## config.mk

```make
export PLATFORM = sky130hd
export DESIGN_NAME = spi_sample_sequencer
export DESIGN_NICKNAME = d
export VERILOG_FILES = /design/src/rtl/spi_sample_sequencer.sv
export SDC_FILE = /design/constraint.sdc
export NUM_CORES = 1
export LEC_CHECK = 0
export BUFFER_PORTS_ARGS = -buffer_cell sky130_fd_sc_hd__buf_2
export CAP_MARGIN = 25
export CELL_PAD_IN_SITES_DETAIL_PLACEMENT = 0
export CELL_PAD_IN_SITES_GLOBAL_PLACEMENT = 2
export CORE_MARGIN = 1
export CORE_UTILIZATION = 42
export CTS_CLUSTER_DIAMETER = 40
export DETAILED_ROUTE_END_ITERATION = 16
export HOLD_SLACK_MARGIN = 0.15
export PLACE_DENSITY_LB_ADDON = 0.12
export SETUP_SLACK_MARGIN = 0.2
export SYNTH_ARGS = -nofsm -noshare
export SYNTH_HDL_FRONTEND = slang
export SYNTH_SLANG_ARGS = --single-unit
```

## constraint.sdc

```tcl
create_clock -name clk_i -period 4.5 [get_ports clk_i]
set_input_delay 0.225 -clock clk_i [delete_from_list [all_inputs] [get_ports clk_i]]
set_output_delay 0.225 -clock clk_i [all_outputs]
set_load 0.005 [all_outputs]
```

## src/rtl/spi_sample_sequencer.sv

```systemverilog
// Periodic SPI frame launcher: drives the controller start/idle handshake,
// buffers received frames in a FIFO and tracks overruns, drops and hangs.
module spi_sample_sequencer #(
  parameter int FRAME_WIDTH    = 32,
  parameter int PERIOD_CYCLES  = 1000,
  parameter int FIFO_DEPTH     = 8,
  parameter int TIMEOUT_CYCLES = 4096
) (
  input  logic                   clk_i,
  input  logic                   reset_ni,
  input  logic                   enable_i,
  input  logic                   clear_i,
  input  logic [FRAME_WIDTH-1:0] tx_word_i,
  output logic                   ctrl_start_o,
  input  logic                   ctrl_idle_i,
  input  logic                   ctrl_cs_i,
  input  logic [FRAME_WIDTH-1:0] ctrl_rx_i,
  output logic [FRAME_WIDTH-1:0] ctrl_tx_o,
  output logic                   m_valid_o,
  input  logic                   m_ready_i,
  output logic [FRAME_WIDTH-1:0] m_data_o,
  output logic                   overrun_o,
  output logic                   timeout_o,
  output logic [15:0]            drop_count_o
);
  localparam int CW = (PERIOD_CYCLES > 1) ? $clog2(PERIOD_CYCLES) : 1;
  localparam int AW = $clog2(FIFO_DEPTH);
  localparam int WW = $clog2(TIMEOUT_CYCLES + 1);
  localparam logic [CW-1:0] TICK_LAST = CW'(PERIOD_CYCLES - 1);
  localparam logic [WW-1:0] WD_LAST   = WW'(TIMEOUT_CYCLES - 1);
  localparam logic [AW:0]   FULL_CNT  = (AW+1)'(FIFO_DEPTH);

  typedef enum logic [2:0] {
    S_IDLE, S_START, S_BUSY, S_CAPTURE, S_RELEASE
  } state_e;

  state_e state_q, state_d;
  logic [CW-1:0] tick_cnt_q, tick_cnt_d;
  logic [WW-1:0] wd_q, wd_d;
  logic [FRAME_WIDTH-1:0] tx_q, tx_d;
  logic pend_q, pend_d;
  logic ovr_q, ovr_d;
  logic tmo_q, tmo_d;
  logic [15:0] drop_q, drop_d, drop_base;
  logic [FRAME_WIDTH-1:0] mem_q [FIFO_DEPTH];
  logic [AW-1:0] wr_q, wr_d, rd_q, rd_d;
  logic [AW:0] cnt_q, cnt_d;

  logic tick, leave_idle, waiting;
  logic push, pop, full, accept, fdrop;
  logic ovr_ev, tmo_ev, tmo_drop;
  logic [1:0] n_ev;

  assign tick       = enable_i && (tick_cnt_q == TICK_LAST);
  assign tick_cnt_d = (!enable_i || tick) ? '0 : tick_cnt_q + 1'b1;

  // A tick in the same cycle counts as pending so start follows it directly.
  assign ovr_ev = tick && pend_q;
  assign pend_d = leave_idle ? 1'b0 : (pend_q || tick);

  always_comb begin
    state_d    = state_q;
    tx_d       = tx_q;
    leave_idle = 1'b0;
    push       = 1'b0;
    tmo_ev     = 1'b0;
    tmo_drop   = 1'b0;
    unique case (state_q)
      S_IDLE: begin
        if ((pend_q || tick) && ctrl_idle_i) begin
          state_d    = S_START;
          tx_d       = tx_word_i;
          leave_idle = 1'b1;
        end
      end
      S_START:   if (!ctrl_idle_i) state_d = S_BUSY;
      S_BUSY:    if (ctrl_cs_i && !ctrl_idle_i) state_d = S_CAPTURE;
      S_CAPTURE: begin
        push    = 1'b1;
        state_d = S_RELEASE;
      end
      S_RELEASE: if (ctrl_idle_i) state_d = S_IDLE;
      default:   state_d = S_IDLE;
    endcase
    waiting = (state_q == S_START) || (state_q == S_BUSY)
           || (state_q == S_RELEASE);
    if (waiting && state_d == state_q && wd_q == WD_LAST) begin
      tmo_ev   = 1'b1;
      tmo_drop = (state_q != S_RELEASE);
      state_d  = (state_q == S_RELEASE) ? S_IDLE : S_RELEASE;
    end
    wd_d = (waiting && state_d == state_q) ? wd_q + 1'b1 : '0;
  end

  assign pop    = (cnt_q != '0) && m_ready_i;
  assign full   = (cnt_q == FULL_CNT);
  assign accept = push && (!full || pop);
  assign fdrop  = push && full && !pop;

  always_comb begin
    wr_d  = wr_q;
    rd_d  = rd_q;
    cnt_d = cnt_q;
    if (accept) wr_d = wr_q + 1'b1;
    if (pop) rd_d = rd_q + 1'b1;
    unique case ({accept, pop})
      2'b10:   cnt_d = cnt_q + 1'b1;
      2'b01:   cnt_d = cnt_q - 1'b1;
      default: cnt_d = cnt_q;
    endcase
  end

  // Clear is applied first so a same-cycle event still lands.
  always_comb begin
    n_ev      = 2'(ovr_ev) + 2'(fdrop) + 2'(tmo_drop);
    drop_base = clear_i ? '0 : drop_q;
    if (drop_base > 16'hFFFF - 16'(n_ev)) drop_d = 16'hFFFF;
    else drop_d = drop_base + 16'(n_ev);
    ovr_d = (ovr_q && !clear_i) || ovr_ev;
    tmo_d = (tmo_q && !clear_i) || tmo_ev;
  end

  always_ff @(posedge clk_i) begin
    if (!reset_ni) begin
      state_q    <= S_IDLE;
      tick_cnt_q <= '0;
      wd_q       <= '0;
      tx_q       <= '0;
      pend_q     <= 1'b0;
      ovr_q      <= 1'b0;
      tmo_q      <= 1'b0;
      drop_q     <= '0;
      wr_q       <= '0;
      rd_q       <= '0;
      cnt_q      <= '0;
    end else begin
      state_q    <= state_d;
      tick_cnt_q <= tick_cnt_d;
      wd_q       <= wd_d;
      tx_q       <= tx_d;
      pend_q     <= pend_d;
      ovr_q      <= ovr_d;
      tmo_q      <= tmo_d;
      drop_q     <= drop_d;
      wr_q       <= wr_d;
      rd_q       <= rd_d;
      cnt_q      <= cnt_d;
    end
  end

  always_ff @(posedge clk_i) begin
    if (accept) mem_q[wr_q] <= ctrl_rx_i;
  end

  assign ctrl_start_o = (state_q == S_START) || (state_q == S_BUSY)
                     || (state_q == S_CAPTURE);
  assign ctrl_tx_o    = tx_q;
  assign m_valid_o    = (cnt_q != '0);
  assign m_data_o     = m_valid_o ? mem_q[rd_q] : '0;
  assign overrun_o    = ovr_q;
  assign timeout_o    = tmo_q;
  assign drop_count_o = drop_q;
endmodule
```

* Word-level counts from Yosys, hierarchy flattened
Memories as Yosys holds them, arrays and structs flattened. A register that Yosys moved wholly into a read port is not among the register bits.
Index checks and enable logic that the tools add are counted.
** Operators by class
- Equal/unequal tests :: 12
- $add $sub $neg :: 10
- Multiplexer cells :: 20
- Bitwise operators :: 1
- Reduce and logical (&&, ||, !) cells :: 33
- $lt $le $gt $ge :: 1
** Operators with widths (number)
- 2-to-1 mux 16 bit :: 2
- 2-to-1 mux 32 bit :: 1
- 2-to-1 mux 3 bit :: 8
- adder 16 x 2 -> 16 bit :: 1
- > comparator 16 bit :: 1
- one-hot mux 3 bit (5 select lines) :: 1
- adder 13 x 1 -> 13 bit, second input constant :: 1
- == test 13 x 12 -> 1 bit, second input constant :: 1
- logical AND 1 bit :: 13
- adder 10 x 1 -> 10 bit, second input constant :: 1
- == test 10 bit, second input constant :: 1
- logical OR 1 bit :: 8
- one-hot mux 4 bit (2 select lines) :: 1
- 2-to-1 mux 1 bit :: 7
- adder 3 x 1 -> 3 bit, second input constant :: 2
- == test 3 x 2 -> 1 bit, second input constant :: 2
- == test 3 bit :: 2
- zero test 1 bit :: 5
- adder 4 x 1 -> 4 bit, second input constant :: 1
- == test 4 bit, second input constant :: 1
- AND reduction 2 bit :: 2
- nonzero test 4 bit :: 1
- OR reduction 2 bit :: 2
- subtractor 1 x 3 -> 4 bit, first input constant :: 1
- other kinds (11) :: 11
** Storage, ports and cells
- Bits of input ports :: 71
- Word-level logic and storage cells :: 89
- Output and inout bits :: 84
- Memories kept :: 1
- Memory bits (writable) :: 256
- Register bits after elaboration :: 87
** Memory list
- mem_q :: words 8, width 32, read ports 1, clocked after Yosys merged registers in 1, write ports 1, line 45 : logic [FRAME_WIDTH-1:0] mem_q [FIFO_DEPTH];

* Logic depth before layout (Yosys ltp)
- Word-level depth :: 14
- Depth in mapped cells :: 15
- Depth with buffers taken out :: 15

* Worst setup path before layout
No wires, ideal clock.
- Kind :: register to register
- Start :: register state_q[2]
- End :: memory mem_q[0][0] (enable)
- Cell stages (with the launch flop) :: 6
- Data required time :: 4.039 ns
- Clock period less this slack :: 3.843 ns
- Arrival time :: 3.382 ns
- Buffers on the path :: 1
- Setup time :: 0.461 ns
- Path slack :: 0.657 ns
- Cells stage by stage :: dfxtp_1 -> buf_2 -> nand3b_1 -> a21oi_1 -> nand2b_1 -> nor3_1
** On the way
- Longest elaborated chain between the ends :: 5
** Ends and longest elaborated chain
- from (decl) :: line 37 : state_e state_q, state_d;
- from (signal assigned) :: line 137 : state_q <= state_d;
- == test 3 x 2 -> 1 bit :: line 68 : unique case (state_q)
- 2-to-1 mux 1 bit :: line 68
- logical AND 1 bit :: line 97 : assign accept = push && (!full || pop);
- 2-to-1 mux 1 bit :: line 152 : if (accept) mem_q[wr_q] <= ctrl_rx_i;
- 2-to-1 mux 1 bit (implied by the code) :: line 152
- to (decl) :: line 45
Every way passes these cells.

* Worst setup path in the final report
- Start :: register tick_cnt_q[0]
- End :: register drop_q[12], in the netlist drop_count_o[12]
** On the way
- Longest elaborated chain between the ends :: 14
- Elaborated cells between the ends (all ways) :: 17
- Those cells by class :: add/sub (4); order compare (1); eq/ne (2); mux (4); reduce/logical (6)
** Ends and longest elaborated chain
- from (decl) :: line 38 : logic [CW-1:0] tick_cnt_q, tick_cnt_d;
- from (signal assigned) :: line 138 : tick_cnt_q <= tick_cnt_d;
- == test 10 bit (*) :: line 54 : assign tick = enable_i && (tick_cnt_q == TICK_LAST);
- logical AND 1 bit (*) :: line 54
- logical OR 1 bit :: line 70 : if ((pend_q || tick) && ctrl_idle_i) begin
- logical AND 1 bit :: line 70
- 2-to-1 mux 3 bit :: line 70
- one-hot mux 3 bit (5 select lines) :: line 68
- == test 3 bit :: line 87 : if (waiting && state_d == state_q && wd_q == WD_LAST) begin
- logical AND 1 bit (2 in a row) :: line 87
- 2-to-1 mux 1 bit :: line 87
- adder 2 x 1 -> 2 bit (*) :: line 115 : n_ev = 2'(ovr_ev) + 2'(fdrop) + 2'(tmo_drop);
- subtractor 1 x 3 -> 4 bit :: line 117 : if (drop_base > 16'hFFFF - 16'(n_ev)) drop_d = 16'hFFFF;
- > comparator 16 bit :: line 117
- 2-to-1 mux 16 bit (*) :: line 117
- to (signal assigned) :: line 144 : drop_q <= drop_d;
- to (decl) :: line 44 : logic [15:0] drop_q, drop_d, drop_base;
Every way passes the cells marked *; elsewhere a longest branch is shown, timed or not.
A chain may end at the register's enable or synchronous reset.

==> metrics.csv <==
stage,metric,value,unit
critical_path,Worst Reg2Reg Path Length in Cells,15,
detailed_routing,drt wl/cell,18.01,um
synthesis,Yosys cell types,57,
sta,Tightest Pin Transition,829.4,ps
floorplan,Die Height,183.5,um
pwr,leakage power,6.109,nW
grt,initial antenna violation count,1,
cells_and_area,Finished Layout Cells,1617,
sta,Final Hold Vio Count,0,
grt,largest net degree at the start of global routing,71,
hold_path,worst hold path class,in -> reg,
cells_and_area,FF+latch area,0.009495,mm2
synthesis,Most used DFF post-synth,edfxtp_1,
grt,GRT Max-Usage Layer,met2,
critical_path,Worst Setup End Kind,flop,
grt,met3 GRT Util,4.041,%
sta,Final TNS setup,0,ps
cells_and_area,layout cells sized above 1,29.39,%
floorplan,I/O pin count,155,
detailed_routing,DRC violations left,0,
sta,Worst slew margin,44.64,%
synthesis,"FF+latch count, synth",346,
sta,Tmin final,4000,ps
status,outcome,"complete, no violations",
cells_and_area,area of the multi-input gates,0.004156,mm2
cells_and_area,fill cell count,2701,
pwr,VDD IR-drop max,0.3186,mV
critical_path,Crit path arrival time,4400,ps
critical_path,R2R Setup Slk,500,ps
place,Buffers on Ports,154,
sta,Final setup viols,0,
grt,GRT overflow,0,
cells_and_area,nets,1218,
place,dpl cells,1457,
critical_path,CP startpoint kind,flop,
synthesis,Syn Inst Count,888,
synthesis,Synth top area share,55.57,%
grt,Total GRT Usage,17.72,%
sta,maximum clock frequency,0.2500,GHz
pwr,power per cell area,486.2,mW/mm2
grt,vias in the first global route,8245,
critical_path,Reg2Reg Capture Point,drop_count_o[12],
clock_network,CTS tree,built,
clock_network,Num Clock Sinks,346,
clock_network,maximum clock insertion buffer count,3,
clock_network,clk root buf,clkbuf_16,
synthesis,Post-synth EDFFs,256,
floorplan,die boundary width,183.5,um
synthesis,most frequent cell after synthesis,edfxtp_1,
critical_path,critical path class,reg -> reg,
place,gp weighted congestion,0.7546,
detailed_routing,Initial DRC Count,397,
synthesis,Post-synth ARST share,0,%
job,Max Cap Viol,0,
synthesis,most area-hungry cell type in the Yosys netlist,edfxtp_1,
clock_network,Num CTS Buffers,48,
synthesis,post-synthesis area per instance,15.58,um2
sta,final cycle utilization of the critical path,88.88,%
floorplan,row count,66,
floorplan,Die Footprint,0.03367,mm2
sta,final max-slew violation count,0,
critical_path,"Max FO, Critical Path",5,
synthesis,top cells by area in the synthesized netlist,"edfxtp_1, dfxtp_1, mux4_2",
floorplan,Initial Util,42.63,%
synthesis,Mapped Area,0.01383,mm2
grt,routing usage on met1,23.48,%
sta,RSZ-0062 raised after global routing,no,
critical_path,reg-to-reg critical path startpoint,tick_cnt_q[0],
detailed_routing,via count,8095,
synthesis,register area share after synthesis,68.59,%
synthesis,Synth top cells by count,"edfxtp_1, dfxtp_1, nor2_1, mux4_2, nand3_1",
synthesis,synth warn,0,
synthesis,Synthesized Nets,971,
detailed_routing,via-per-instance ratio,5.006,
critical_path,Crit. Startpoint,tick_cnt_q[0],
grt,met2 GRT Util,29.53,%
critical_path,CP endpoint,drop_count_o[12],
clock_network,Worst-path clk slew,50,ps
grt,first-pass GRT wire length,45770,um
critical_path,Required @ worst endpoint,4900,ps
detailed_routing,final wirelength,29130,um
clock_network,Worst-Skew Late Latency,550,ps
floorplan,total core area,0.03245,mm2
cells_and_area,Synth-to-Final Area Change,27.05,%
clock_network,CTS H-tree lvls,2,
sta,Layout Skew,29.32,ps
clock_network,post_cts resized,0,
detailed_routing,Routed Antenna Nets,0,
place,hpwl dp,16860,um
detailed_routing,First-pass DRT Iterations,4,
==> placed cells by master, fill, tap and decap left out, types with 4 or more instances in the layout <==
master,instances
nor3_1,9
buf_2,154
nand4_1,5
edfxtp_1,256
nor2_1,69
clkinv_1,10
dfxtp_1,87
mux4_2,64
o21a_1,5
nand3b_1,6
inv_1,14
clkinv_2,6
o21ai_1,4
ha_1,9
xnor2_1,15
dlygate4sd3_1,69
clkinvlp_4,6
clkbuf_16,48
xor2_1,20
nand2_1,49
nor2b_1,8
and3_1,6
nand2b_1,16
nor3_2,8
o21ai_0,38
buf_4,15
a21oi_1,16
nor2_4,6
bufinv_16,9
clkinv_4,4
mux2i_1,35
nand3_1,52
==> how the worst min path moves through the flow <==
stage / start / to / slack [ps] / cells past startpoint
final: clear_i / drop_count_o[5] / 170 / 3
after detailed placement: ctrl_tx_o[7] / ctrl_tx_o[7] / 450 / 2
after global routing: clear_i / drop_count_o[7] / 190 / 3
after CTS: clear_i / drop_count_o[5] / 160 / 3
after floorplan: ctrl_rx_i[0] / mem_q[0][0] / 320 / 0
after global placement: tx_word_i[1] / ctrl_tx_o[1] / 440 / 3
==> area by class of cell <==
cell class / count / share of cell area (%)
Sequential cell: 346 / 54.02
Multi-Input combinational cell: 483 / 23.65
Timing Repair Buffer: 241 / 9.297
Clock buffer: 50 / 6.933
Tap cell: 442 / 3.146
Clock inverter: 39 / 2.620
Inverter: 15 / 0.3203
Antenna cell: 1 / 0.01424
==> flip-flops by register name (all words and copies together) (netlist names), named ones only <==
register	count
wr_q	3
wd_q	13
tick_cnt_q	10
drop_count_o	16
rd_q	3
cnt_q	4
timeout_o	1
state_q	3
ctrl_tx_o	32
overrun_o	1
mem_q	256
pend_q	1
==> worst max-delay path, cell delays in order, from the launching register on <==
cell     delay, ps
dfxtp_1        340
ha_1           270
nor3b_2        180
and3_4         190
a31oi_2        260
o211a_1        290
nand2_1        110
fa_1           480
inv_1           70
ha_1           160
inv_1           50
fa_1           450
or4_1          640
nor2_1         180
xnor2_1        130
o21ai_1         70
==> cell families (layout without fill, tap and decap cells) <==
logic type,count (synthesis),in the layout,synth area share (%)
AO/OA/AOI/OAI,80,80,3.572
other,0,1,0
flip-flops,346,346,68.59
adder cells (fa/ha/maj),12,12,1.248
buffers and inverters,59,345,1.881
multiplexers,99,99,12.95
AND/OR/NAND/NOR,257,257,9.541
XOR/XNOR,35,35,2.216
==> metal layers <==
metal	routed length, um	part of all wire, %	up-vias
met2	14030	48	191
met5	0	0	-
li1	-	-	3899
met4	482	1.7	0
met1	13100	45	3966
met3	1515	5.2	39
==> stage by stage <==
stage / instance area (um2) / util, % / hold WS [ps] / setup WS [ps] / power, mW
finish: 17580 / 54.16 / 172.9 / 500.2 / 8.546
detailed placement: 15200 / 46.83 / 447.9 / 398.2 / 4.737
global placement: 15200 / 46.83 / 438.5 / 486.6 / 4.742
CTS: 17570 / 54.13 / 155.0 / 396.0 / 8.671
global route: 17580 / 54.16 / 188.0 / 261.9 / 8.905
floorplan: 13830 / - / 323.9 / 657.0 / 4.301
==> power breakdown <==
part / internal, mW / switching (mW)
registers: 3.45 / 0.106
clock network: 2.49 / 1.38
logic: 0.586 / 0.541
total: 6.52 / 2.02
==> what timing repair did <==
item	CTS	global route
setup endpoints to repair	0	4
hold buffers	69	0
buffers inserted	0	1
endpoints found under the hold margin	298	0
No activity file was read; power rests on OpenSTA's default activity.
